--- config.mk ---
export PLATFORM = sky130hd
export DESIGN_NAME = muldiv_unit
export DESIGN_NICKNAME = d
export VERILOG_FILES = /design/src/rtl/muldiv_unit.sv
export SDC_FILE = /design/constraint.sdc
export NUM_CORES = 1
export LEC_CHECK = 0
export ABC_AREA = 1
export CAP_MARGIN = 40
export CELL_PAD_IN_SITES_DETAIL_PLACEMENT = 0
export CELL_PAD_IN_SITES_GLOBAL_PLACEMENT = 1
export CORE_MARGIN = 2
export CORE_UTILIZATION = 45
export CTS_BUF_LIST = sky130_fd_sc_hd__clkbuf_8
export DETAILED_ROUTE_END_ITERATION = 10
export HOLD_SLACK_MARGIN = 0.05
export MAX_ROUTING_LAYER = met4
export PLACE_DENSITY_LB_ADDON = 0.15
export SLEW_MARGIN = 5
export SYNTH_ARGS = -nofsm -noshare
export SYNTH_HDL_FRONTEND = slang
export SYNTH_SLANG_ARGS = --single-unit
--- constraint.sdc ---
create_clock -name clk -period 19.3 [get_ports clk]
set_clock_uncertainty 0.05 [all_clocks]
set_input_delay 2.895 -clock clk [delete_from_list [all_inputs] [get_ports clk]]
set_output_delay 2.895 -clock clk [all_outputs]
set_load 0.02 [all_outputs]
--- src/rtl/muldiv_unit.sv ---
// Iterative signed/unsigned multiply/divide unit owning the HI/LO pair.
// Radix-2 shift-add multiply and restoring divide, one bit per cycle.
module muldiv_unit #(
  parameter int WIDTH = 32
) (
  input  logic             clk,
  input  logic             rst,
  input  logic [2:0]       op,
  input  logic             start,
  input  logic [WIDTH-1:0] a,
  input  logic [WIDTH-1:0] b,
  output logic             busy,
  output logic             done,
  output logic             div_by_zero,
  output logic [WIDTH-1:0] hi_data,
  output logic [WIDTH-1:0] lo_data
);

  localparam int CW = $clog2(WIDTH + 1);
  localparam logic [CW-1:0] LAST_ITER = CW'(WIDTH - 1);

  typedef enum logic { S_IDLE, S_RUN } state_e;
  typedef enum logic [2:0] {
    OP_MULT  = 3'b000,
    OP_MULTU = 3'b001,
    OP_DIV   = 3'b010,
    OP_DIVU  = 3'b011,
    OP_MTHI  = 3'b100,
    OP_MTLO  = 3'b101
  } op_e;

  state_e             state_q, state_d;
  logic [CW-1:0]      cnt_q, cnt_d;
  logic               is_div_q, is_div_d;
  logic               neg_res_q, neg_res_d;
  logic               neg_rem_q, neg_rem_d;
  logic               dz_q, dz_d;
  logic               done_q, done_d;
  logic [WIDTH-1:0]   hi_q, hi_d, lo_q, lo_d;
  logic [WIDTH-1:0]   opb_q, opb_d;     // multiplicand or divisor magnitude
  logic [WIDTH-1:0]   rem_q, rem_d;
  logic [2*WIDTH-1:0] acc_q, acc_d;     // product accumulator; low half is dividend/quotient

  logic               signed_op, a_neg, b_neg;
  logic [WIDTH-1:0]   a_mag, b_mag;
  logic [WIDTH:0]     mul_sum, rem_shift;
  logic               rem_ge;
  logic [WIDTH-1:0]   rem_step, dq_step, quot, remd;
  logic [2*WIDTH-1:0] acc_step, prod;

  // NOTE: every signal written here gets a default first, so no path leaves
  // it unassigned and no latch is inferred.
  always_comb begin
    state_d   = state_q;
    cnt_d     = cnt_q;
    is_div_d  = is_div_q;
    neg_res_d = neg_res_q;
    neg_rem_d = neg_rem_q;
    dz_d      = dz_q;
    done_d    = 1'b0;
    hi_d      = hi_q;
    lo_d      = lo_q;
    opb_d     = opb_q;
    rem_d     = rem_q;
    acc_d     = acc_q;

    signed_op = (op == OP_MULT) || (op == OP_DIV);
    a_neg     = signed_op && a[WIDTH-1];
    b_neg     = signed_op && b[WIDTH-1];
    a_mag     = a_neg ? -a : a;
    b_mag     = b_neg ? -b : b;

    mul_sum   = {1'b0, acc_q[2*WIDTH-1:WIDTH]} + (acc_q[0] ? {1'b0, opb_q} : '0);
    acc_step  = {mul_sum, acc_q[WIDTH-1:1]};
    prod      = neg_res_q ? -acc_step : acc_step;

    // Restoring step: the shifted partial remainder needs WIDTH+1 bits, but
    // after the conditional subtract it is always below the divisor.
    rem_shift = {rem_q, acc_q[WIDTH-1]};
    rem_ge    = rem_shift >= {1'b0, opb_q};
    rem_step  = rem_ge ? WIDTH'(rem_shift - {1'b0, opb_q}) : rem_shift[WIDTH-1:0];
    dq_step   = {acc_q[WIDTH-2:0], rem_ge};
    quot      = neg_res_q ? -dq_step : dq_step;
    remd      = neg_rem_q ? -rem_step : rem_step;

    unique case (state_q)
      S_IDLE: begin
        if (start) begin
          if (op == OP_MTHI) begin
            hi_d = a;
          end else if (op == OP_MTLO) begin
            lo_d = a;
          end else if (op[2] == 1'b0) begin
            is_div_d  = op[1];
            neg_res_d = a_neg ^ b_neg;
            neg_rem_d = a_neg;
            dz_d      = op[1] && (b == '0);
            cnt_d     = '0;
            state_d   = S_RUN;
            if (op[1]) begin
              opb_d = b_mag;
              acc_d = {{WIDTH{1'b0}}, a_mag};
              rem_d = '0;
            end else begin
              opb_d = a_mag;
              acc_d = {{WIDTH{1'b0}}, b_mag};
            end
          end
        end
      end
      S_RUN: begin
        cnt_d = cnt_q + CW'(1);
        if (is_div_q) begin
          rem_d = rem_step;
          acc_d = {acc_q[2*WIDTH-1:WIDTH], dq_step};
        end else begin
          acc_d = acc_step;
        end
        if (cnt_q == LAST_ITER) begin
          state_d = S_IDLE;
          done_d  = 1'b1;
          if (!is_div_q) begin
            {hi_d, lo_d} = prod;
          end else if (!dz_q) begin
            lo_d = quot;
            hi_d = remd;
          end
        end
      end
      default: state_d = S_IDLE;
    endcase
  end

  // NOTE: state registers use non-blocking assignments so every flop samples
  // the pre-edge values regardless of statement order.
  always_ff @(posedge clk or posedge rst) begin
    if (rst) begin
      state_q   <= S_IDLE;
      cnt_q     <= '0;
      is_div_q  <= 1'b0;
      neg_res_q <= 1'b0;
      neg_rem_q <= 1'b0;
      dz_q      <= 1'b0;
      done_q    <= 1'b0;
      hi_q      <= '0;
      lo_q      <= '0;
      opb_q     <= '0;
      rem_q     <= '0;
      acc_q     <= '0;
    end else begin
      state_q   <= state_d;
      cnt_q     <= cnt_d;
      is_div_q  <= is_div_d;
      neg_res_q <= neg_res_d;
      neg_rem_q <= neg_rem_d;
      dz_q      <= dz_d;
      done_q    <= done_d;
      hi_q      <= hi_d;
      lo_q      <= lo_d;
      opb_q     <= opb_d;
      rem_q     <= rem_d;
      acc_q     <= acc_d;
    end
  end

  assign busy        = (state_q == S_RUN);
  assign done        = done_q;
  assign div_by_zero = dz_q;
  assign hi_data     = hi_q;
  assign lo_data     = lo_q;

endmodule

Word level (Yosys, flattened, before mapping)
Index checks and enable logic that the tools add are counted.
- $add $sub $neg: 8
- multipliers: 0
- divide/modulo/power cells: 0
- $lt $le $gt $ge: 1
- equality and inequality tests: 15
- shifts and indexed selects: 0
- multiplexer cells: 48
- bitwise logic cells: 5
- reduce and logical (&&, ||, !) cells: 12
- operators by type and width (operator ; count):
    $mux 32 ; 25
    $mux 64 ; 6
    $pmux 32 s2 ; 3
    $neg 32->32 ; 4
    $pmux 64 s2 ; 1
    $neg 64->64 ; 1
    $add 32x32->33 ; 1
    $ge 33x32->1 ; 1
    $logic_not 32->1 ; 1
    $sub 32x32->32 ; 1
    $mux 6 ; 4
    $ne 2x2->1 const B ; 8
    $reduce_and 5->1 ; 3
    $pmux 6 s2 ; 1
    $reduce_and 4->1 ; 2
    $mux 1 ; 7
    $add 6x1->6 const B ; 1
    $eq 3x3->1 const B ; 2
    $eq 6x5->1 const B ; 1
    $reduce_and 6->1 ; 1
    $ne 2x1->1 const B ; 2
    $not 1->1 ; 4
    $eq 3x2->1 const B ; 1
    $logic_and 1x1->1 ; 3
    other kinds (5) ; 5
- flip-flop bits (word level): 204
- bits in latches: 0
- RAM bits: 0
- bits in read-only memories: 0
- input port bits: 70
- memories kept: 0

Longest topological paths before layout
Gate-level depths: netlist (run 1).
- word-level depth: 10
- depth in mapped cells: 28
- gate-level depth less buffers: 27

Worst setup path before layout (run 1)
OpenSTA, ideal clock, no wires.
- kind: in2reg
- from: input port a[0]
- to: register acc_q[28]
- arrival: 4.857 ns
- setup slack: 14.273 ns
- stages: 16
- path through: inv_1 ha_1 nand4_1 nor3_1 nand4_1 nor2_1 nand3_1 nor2_1 nand2_1 o21ai_0 o21ai_0 xor2_1 nand2_1 nand3_1 o21ai_0 inv_1
- longest elaborated chain between the ends: 8
- ends and longest elaborated chain (item ; line ; RTL):
    start: declaration ; 10 ; input logic [WIDTH-1:0] a,
    $neg 32->32 ; 70 ; a_mag = a_neg ? -a : a;
    $mux 32 ; 70 ;
    $mux 32 ; 100 ; if (op[1]) begin
    $mux 64 ; 93 ; end else if (op[2] == 1'b0) begin
    $mux 64 ; 91 ; end else if (op == OP_MTLO) begin
    $mux 64 ; 89 ; if (op == OP_MTHI) begin
    $mux 64 ; 88 ; if (start) begin
    $pmux 64 s2 ; 86 ; unique case (state_q)
    end signal: assignment ; 149 ; acc_q <= '0;
    end signal: assignment ; 162 ; acc_q <= acc_d;
    end: declaration ; 42 ; logic [2*WIDTH-1:0] acc_q, acc_d;
Every way passes these cells. The select of a mux whose other input is x is not followed.
A chain may end at the register's enable or synchronous reset.

Final worst setup path (run 1)
- from: input port op[1]
- to: register rem_q[27]
- longest elaborated chain between the ends: 3
- elaborated cells on any way between the ends: 6
- classes of those cells: eq/ne (5); reduce/logical (1)
- ends and longest elaborated chain (item ; line ; RTL):
    start: declaration ; 8 ; input logic [2:0] op,
    $eq 3x3->1 (on tied branches) ; 91, 89 ;
    $ne 2x2->1 (no source line) ; n/a ;
    $reduce_and 6->1 (no source line) (*) ; n/a ;
    end signal: assignment ; 161 ; rem_q <= rem_d;
    end: declaration ; 41 ; logic [WIDTH-1:0] rem_q, rem_d;
Every way passes the cells marked *; elsewhere a longest branch is shown, timed or not.

==> results_dict.tcl, run 1 <==
set metrics [dict create \
    crit_path_start "op[1]" \
    rr_worst_depth 22 \
    tightest_slew_ns 0.997 \
    synth_fp_nets 3446 \
    maxCapViolations 0 \
    final_area_mm2 0.0229 \
    whs_endpoint "lo_data[1]$_DFFE_PP0P_" \
    ys_ff_latch 204 \
    synthTopCellsByCount "nand2_1 (892), inv_1 (507), nor2_1 (363)" \
    nNetsFinal 3525 \
    report.final.slew_viol_count 0 \
    setup_ws_ns 13.33 \
    status "complete, no violations" \
    vias_per_cell 5.79 \
    initial_utilization 0.456 \
    r2r-end "hi_data[26]$_DFFE_PP0P_" \
    cts_buffer_depth 3 \
    critPathMaxStageDelay_ns 0.70 \
    cts-resized-gates 0 \
    period_minus_slack_ns 5.97 \
    grt_pass1_vias 21900 \
    cts_hold_buf 0 \
    ant_nets 0 \
    rows 77 \
    drc 0 \
    dpl.hpwl_mm 72.5 \
    grt_start_max_net_pins 76 \
    period_share 0.309 \
    netlist_area_mm2 0.0202 \
    worstSetupPathType "in -> reg" \
    path_buf_inv 5 \
    syn_inst 3304 \
    yosys.area.top_type "dfrtp_1" \
    crit_family "buffers and inverters" \
    slowest_stage "nor2_1" \
    antenna_found_initial 1 \
    core-area_mm2 0.0443 \
    cp-end-kind "register" \
    r2r-start "opb_q[28]$_DFFE_PP0P_" \
    setup_tns_ns 0 \
    hold_path_startpoint "lo_data[1]$_DFFE_PP0P_" \
    ys_warn_count 0 \
    cp.required_ns 19.72 \
    max_freq_ghz 0.168 \
    htree_levels 2 \
    worstHoldPathType "reg -> reg" \
    path_cells "clkdlybuf4s50_1 > inv_1 > nor2_1 > inv_1 > nor2_1 > buf_4 > inv_2 > nand2_1 > o22ai_1" \
    path_clk_slew_ns 0.06 \
    crit_arrival_ns 6.39 \
    yosys_most_used_dff "dfrtp_1" \
    syn_area_per_cell_um2 6.12 \
    clock_latency_ns 0.64 \
    dr.pass1.iters 7 \
    slew_headroom 0.318 \
    syn_to_final_growth_pct 13.1 \
    hold_viol_final 0 \
    setup_violations 0 \
    grt_overflow 0 \
    drive_above_1_share 0.0665 \
    die-width_um 216 \
    hold_path_depth 2 \
    start_kind "primary input" \
    die_h_um 216 \
    synth_top_area_frac 0.252 \
    ys_seq_area_frac 0.252 \
    drtIter0Drc 2933 \
    ios 137 \
    wl_per_cell_um 22.7 \
    gp_congestion 1.03 \
    numPortBuffers 136 \
    crit_fanout 36 \
    async_flop_share 1.00 \
    post_cts_buffers 0 \
    cts_tree "built" \
    synthTopCellsByArea "dfrtp_1 (25%), nand2_1 (17%), inv_1 (9.4%)" \
    clkSinkCount 204 \
    synth-edff-count 0 \
    grt_use_total 0.395 \
    grt_pass1_wl_mm 135 \
    synth.distinct_cells 68 \
    cts_root_buf "clkbuf_8" \
    drt_wl_total_mm 91.0 \
    place_ws_ns 12.85 \
    rrSetupSlack_ns 14.43 \
    rsz0062_at_grt "no" \
    yosysMostFrequentCell "nand2_1" \
    numCtsBuffers 42 \
    die_area_mm2 0.0467 \
    placed_area_mm2 0.0220 \
    vias 23200 \
]
## registers in the layout (all words and copies together), names as in the netlist
register,cells
hi_data,32
neg_rem_q,1
neg_res_q,1
rem_q,32
acc_q,64
busy,1
done,1
is_div_q,1
lo_data,32
div_by_zero,1
cnt_q,6
opb_q,32
## cell type report
class / instances / area, um^2
inverter: 528 / 1990
clock buffer: 55 / 757
clock inverter: 22 / 106
antenna: 2 / 5.00
fill: 4717 / 21400
timing repair buffer: 160 / 1580
tap: 592 / 741
multi-input combinational: 2447 / 12600
sequential: 204 / 5110
## per-layer routing
metal,track usage,vias up,part of all wire
li1,-,10800,-
met4,0.200,0,0.059
met5,-,-,0
met3,0.0584,244,0.084
met1,0.506,11000,0.41
met2,0.607,1183,0.44
## stage by stage
step | hold WS (ns) | utilization | instances
final | 0.437 | 0.516 | 4010
after floorplan | 0.413 | - | 3304
after global routing | 0.456 | 0.516 | 4009
after CTS | 0.439 | 0.516 | 4008
after detailed placement | 0.430 | 0.497 | 3931
after global placement | 0.420 | 0.495 | 3929
## worst min-delay path: stages, from the launching register on
cell and delay, ns:
dfrtp_1 0.34, nand2_1 0.06, nand2_1 0.06
## placed cells by master, fill, tap and decap left out, types with 8 or more instances in the layout
cell type	instances
inv_1	516
nand2_4	12
nor3_1	49
clkdlybuf4s50_1	136
nand4_1	35
nand2_2	38
o22ai_1	24
nand2_1	891
o21ai_1	15
nand3b_1	10
o221ai_1	28
nor2_1	360
clkbuf_8	55
nor2_2	21
a31oi_1	29
inv_2	17
buf_4	22
a221oi_1	29
nand3_1	228
xor2_1	76
o211ai_1	22
xnor2_1	21
ha_1	70
nor2_4	12
dfrtp_1	201
clkinv_2	8
a21oi_1	142
o21ai_0	244
## how the worst max path moves through the flow
stage | to | slack, ns | cells past startpoint
global placement | rem_q[25]$_DFFE_PP0P_ | 12.93 | 9
CTS | rem_q[27]$_DFFE_PP0P_ | 13.49 | 9
finish | rem_q[27]$_DFFE_PP0P_ | 13.33 | 9
detailed placement | rem_q[27]$_DFFE_PP0P_ | 12.85 | 9
floorplan | acc_q[0]$_DFFE_PP0P_ | 10.79 | 1
global route | rem_q[27]$_DFFE_PP0P_ | 13.14 | 9
## cells by family after synthesis
group | count (synthesis) | synth area share
xor gates and xnor gates | 98 | 0.0428
and+or+nand+nor | 1688 | 0.361
adders and majority gates | 72 | 0.0453
buffers and inverters | 653 | 0.126
DFF | 204 | 0.252
AOI/OAI and AO/OA | 589 | 0.173
Power of run 1 is left out: the tool's default activity adds up to more than one toggle a clock period on the data nets, which glitch-free logic cannot reach.
==> run 2, diff against run 1 <==
--- a/config.mk
+++ b/config.mk
@@ -10,7 +10,7 @@
 export CELL_PAD_IN_SITES_DETAIL_PLACEMENT = 0
 export CELL_PAD_IN_SITES_GLOBAL_PLACEMENT = 1
 export CORE_MARGIN = 2
-export CORE_UTILIZATION = 45
+export CORE_UTILIZATION = 44
 export CTS_BUF_LIST = sky130_fd_sc_hd__clkbuf_8
 export DETAILED_ROUTE_END_ITERATION = 10
 export HOLD_SLACK_MARGIN = 0.05
==> constraint.sdc (replaced) <==
create_clock -name clk -period 5.6 [get_ports clk]
set_clock_uncertainty 0.05 [all_clocks]
set_input_delay 0.84 -clock clk [delete_from_list [all_inputs] [get_ports clk]]
set_output_delay 0.84 -clock clk [all_outputs]
set_load 0.02 [all_outputs]
==> run 2 against run 1 <==
Compared with the run above: critical path depth up 12; via count grew 0.32%; hold slack worse by 0.00085 ns; register-to-register slack got worse by 13 ns; routed wire length rose by 3.7%; critical path type is now reg -> reg; critical endpoint is now hi_data[30]$_DFFE_PP0P_; core utilization is 0.74 points lower; setup slack got worse by 12 ns; first-iteration DRC count down 4.5%; largest cell class unchanged.
==> results_dict.tcl, run 2 (synthesis results as in run 1) <==
set metrics [dict create \
    status "complete, no violations" \
    stdcell_count 4022 \
    wl_per_cell_um 23.5 \
    ant_nets 0 \
    die_h_um 218 \
    path_common_cell "nand2_1" \
    max_freq_ghz 0.225 \
    cp.required_ns 6.09 \
    crit_fanout 21 \
    clkSinkCount 204 \
    drtIter0Drc 2801 \
    grt_use_total 0.405 \
    initial_utilization 0.446 \
    mostFrequentLayoutCell "nand2_1" \
    period_share 0.795 \
    dr.pass1.iters 6 \
    slew_headroom 0.408 \
    crit_family "simple AND/OR/NAND/NOR gates" \
    htree_levels 2 \
    drive_above_1_share 0.0696 \
    worstSetupPathType "reg -> reg" \
    vias_per_cell 5.79 \
    cts_buffer_depth 3 \
    cts_root_buf "clkbuf_8" \
    critPathMaxStageDelay_ns 0.74 \
    dpl.hpwl_mm 75.1 \
    ios 137 \
    worstHoldPathType "reg -> reg" \
    setup_tns_ns 0 \
    crit_arrival_ns 4.94 \
    grt_pass1_vias 21900 \
    report.final.slew_viol_count 0 \
    vias 23300 \
    start_kind "register" \
    cts_hold_buf 0 \
    grt_overflow 0 \
    largest_reg_flops 64 \
    path_buf_inv 2 \
    grt_pass1_wl_mm 139 \
    rows 78 \
    numCtsBuffers 43 \
    gp_congestion 1.03 \
    nNetsFinal 3532 \
    post_cts_buffers 0 \
    grt_start_max_net_pins 110 \
    syn_to_final_growth_pct 14.1 \
    mostFrequentLayoutCells "nand2_1 (891), inv_1 (511), nor2_1 (359), o21ai_0 (244), nand3_1 (228)" \
    cp-end-kind "register" \
    drt_wl_total_mm 94.3 \
    drc 0 \
    numPortBuffers 136 \
    hold_viol_final 0 \
    tightest_slew_ns 0.888 \
    die_area_mm2 0.0477 \
    cts_tree "built" \
    setup_violations 0 \
    die-width_um 218 \
    largest-register "acc_q" \
    antenna_found_initial 2 \
    dp_cells 3945 \
    clock_latency_ns 0.66 \
    path_clk_slew_ns 0.07 \
    maxCapViolations 0 \
    period_minus_slack_ns 4.45 \
    cts-resized-gates 0 \
    core-area_mm2 0.0454 \
    rsz0062_at_grt "no" \
    slowest_stage "dfrtp_1" \
    path_cells "buf_16 > nand2_1 > inv_1 > ha_1 > nand3_1 > nand3_1 > nand2_1 > nand2_1 > xnor2_1 > nand2_1 > nor2_1 > nand2_1 > nor2_1 > nand4_1 > nand2_1 > nand2_1 > nand2_1 > nand3_1 > nand2_1 > nand2_1 > a21oi_1" \
    holdWs_ns 0.436 \
]
==> run 2: cell types whose count changed in the layout (fill, tap and decap cells not counted) <==
cell / delta
clkinv_8: +1
nor2_2: +1
inv_6: -1
inv_1: -5
nor2_1: -1
buf_16: -1
bufinv_16: +7
diode_2: -1
clkinvlp_4: +3
buf_12: +1
inv_8: -1
buf_4: +6
clkbuf_8: -2
clkinv_2: -3
==> run 2: metal layers <==
| layer | GRT usage | vias up | wire length, um |
|---|---|---|---|
| met5 | - | - | 0 |
| met4 | 0.225 | 0 | 6060 |
| met3 | 0.0458 | 257 | 7260 |
| met2 | 0.626 | 1231 | 42200 |
| met1 | 0.516 | 11000 | 38800 |
| li1 | - | 10900 | - |
==> run 2: stage by stage <==
step                 util  setup WS [ns]  cell area [um^2]
global placement    0.485          0.736             22000
global route        0.509          0.905             23100
detailed placement  0.486           1.03             22100
finish              0.509           1.15             23100
floorplan               -           2.07             20200
CTS                 0.509           1.25             23100
==> run 2: final cells by class <==
| class | instances | area (um^2) |
|---|---|---|
| sequential | 204 | 5110 |
| clock inverter | 23 | 305 |
| inverter | 528 | 1990 |
| timing repair buffer | 166 | 1620 |
| fill | 4777 | 22300 |
| antenna | 1 | 2.50 |
| tap | 600 | 751 |
| multi-input combinational | 2447 | 12600 |
| clock buffer | 53 | 729 |
==> run 2: path summary, 6_finish.rpt <==
| kind | depth (start not counted) | from | to | slack (ns) |
|---|---|---|---|---|
| max | 21 | acc_q[0]$_DFFE_PP0P_ | hi_data[30]$_DFFE_PP0P_ | 1.15 |
| min | 2 | lo_data[18]$_DFFE_PP0P_ | lo_data[18]$_DFFE_PP0P_ | 0.44 |
| max reg2reg | 21 | acc_q[0]$_DFFE_PP0P_ | hi_data[30]$_DFFE_PP0P_ | 1.15 |
| min reg2reg | 2 | lo_data[18]$_DFFE_PP0P_ | lo_data[18]$_DFFE_PP0P_ | 0.44 |
| max in group asynchronous | 3 | rst | acc_q[45]$_DFFE_PP0P_ | 3.75 |
| min in group asynchronous | 2 | rst | lo_data[18]$_DFFE_PP0P_ | 0.56 |
==> run 2: tightest hold or removal path: cells and delay by family (launching register included) <==
kind	cells	cell delay (ns)
AOI/OAI and AO/OA	1	0.06
and+or+nand+nor	1	0.05
DFF	1	0.34
Power of run 2 is left out for the same reason.
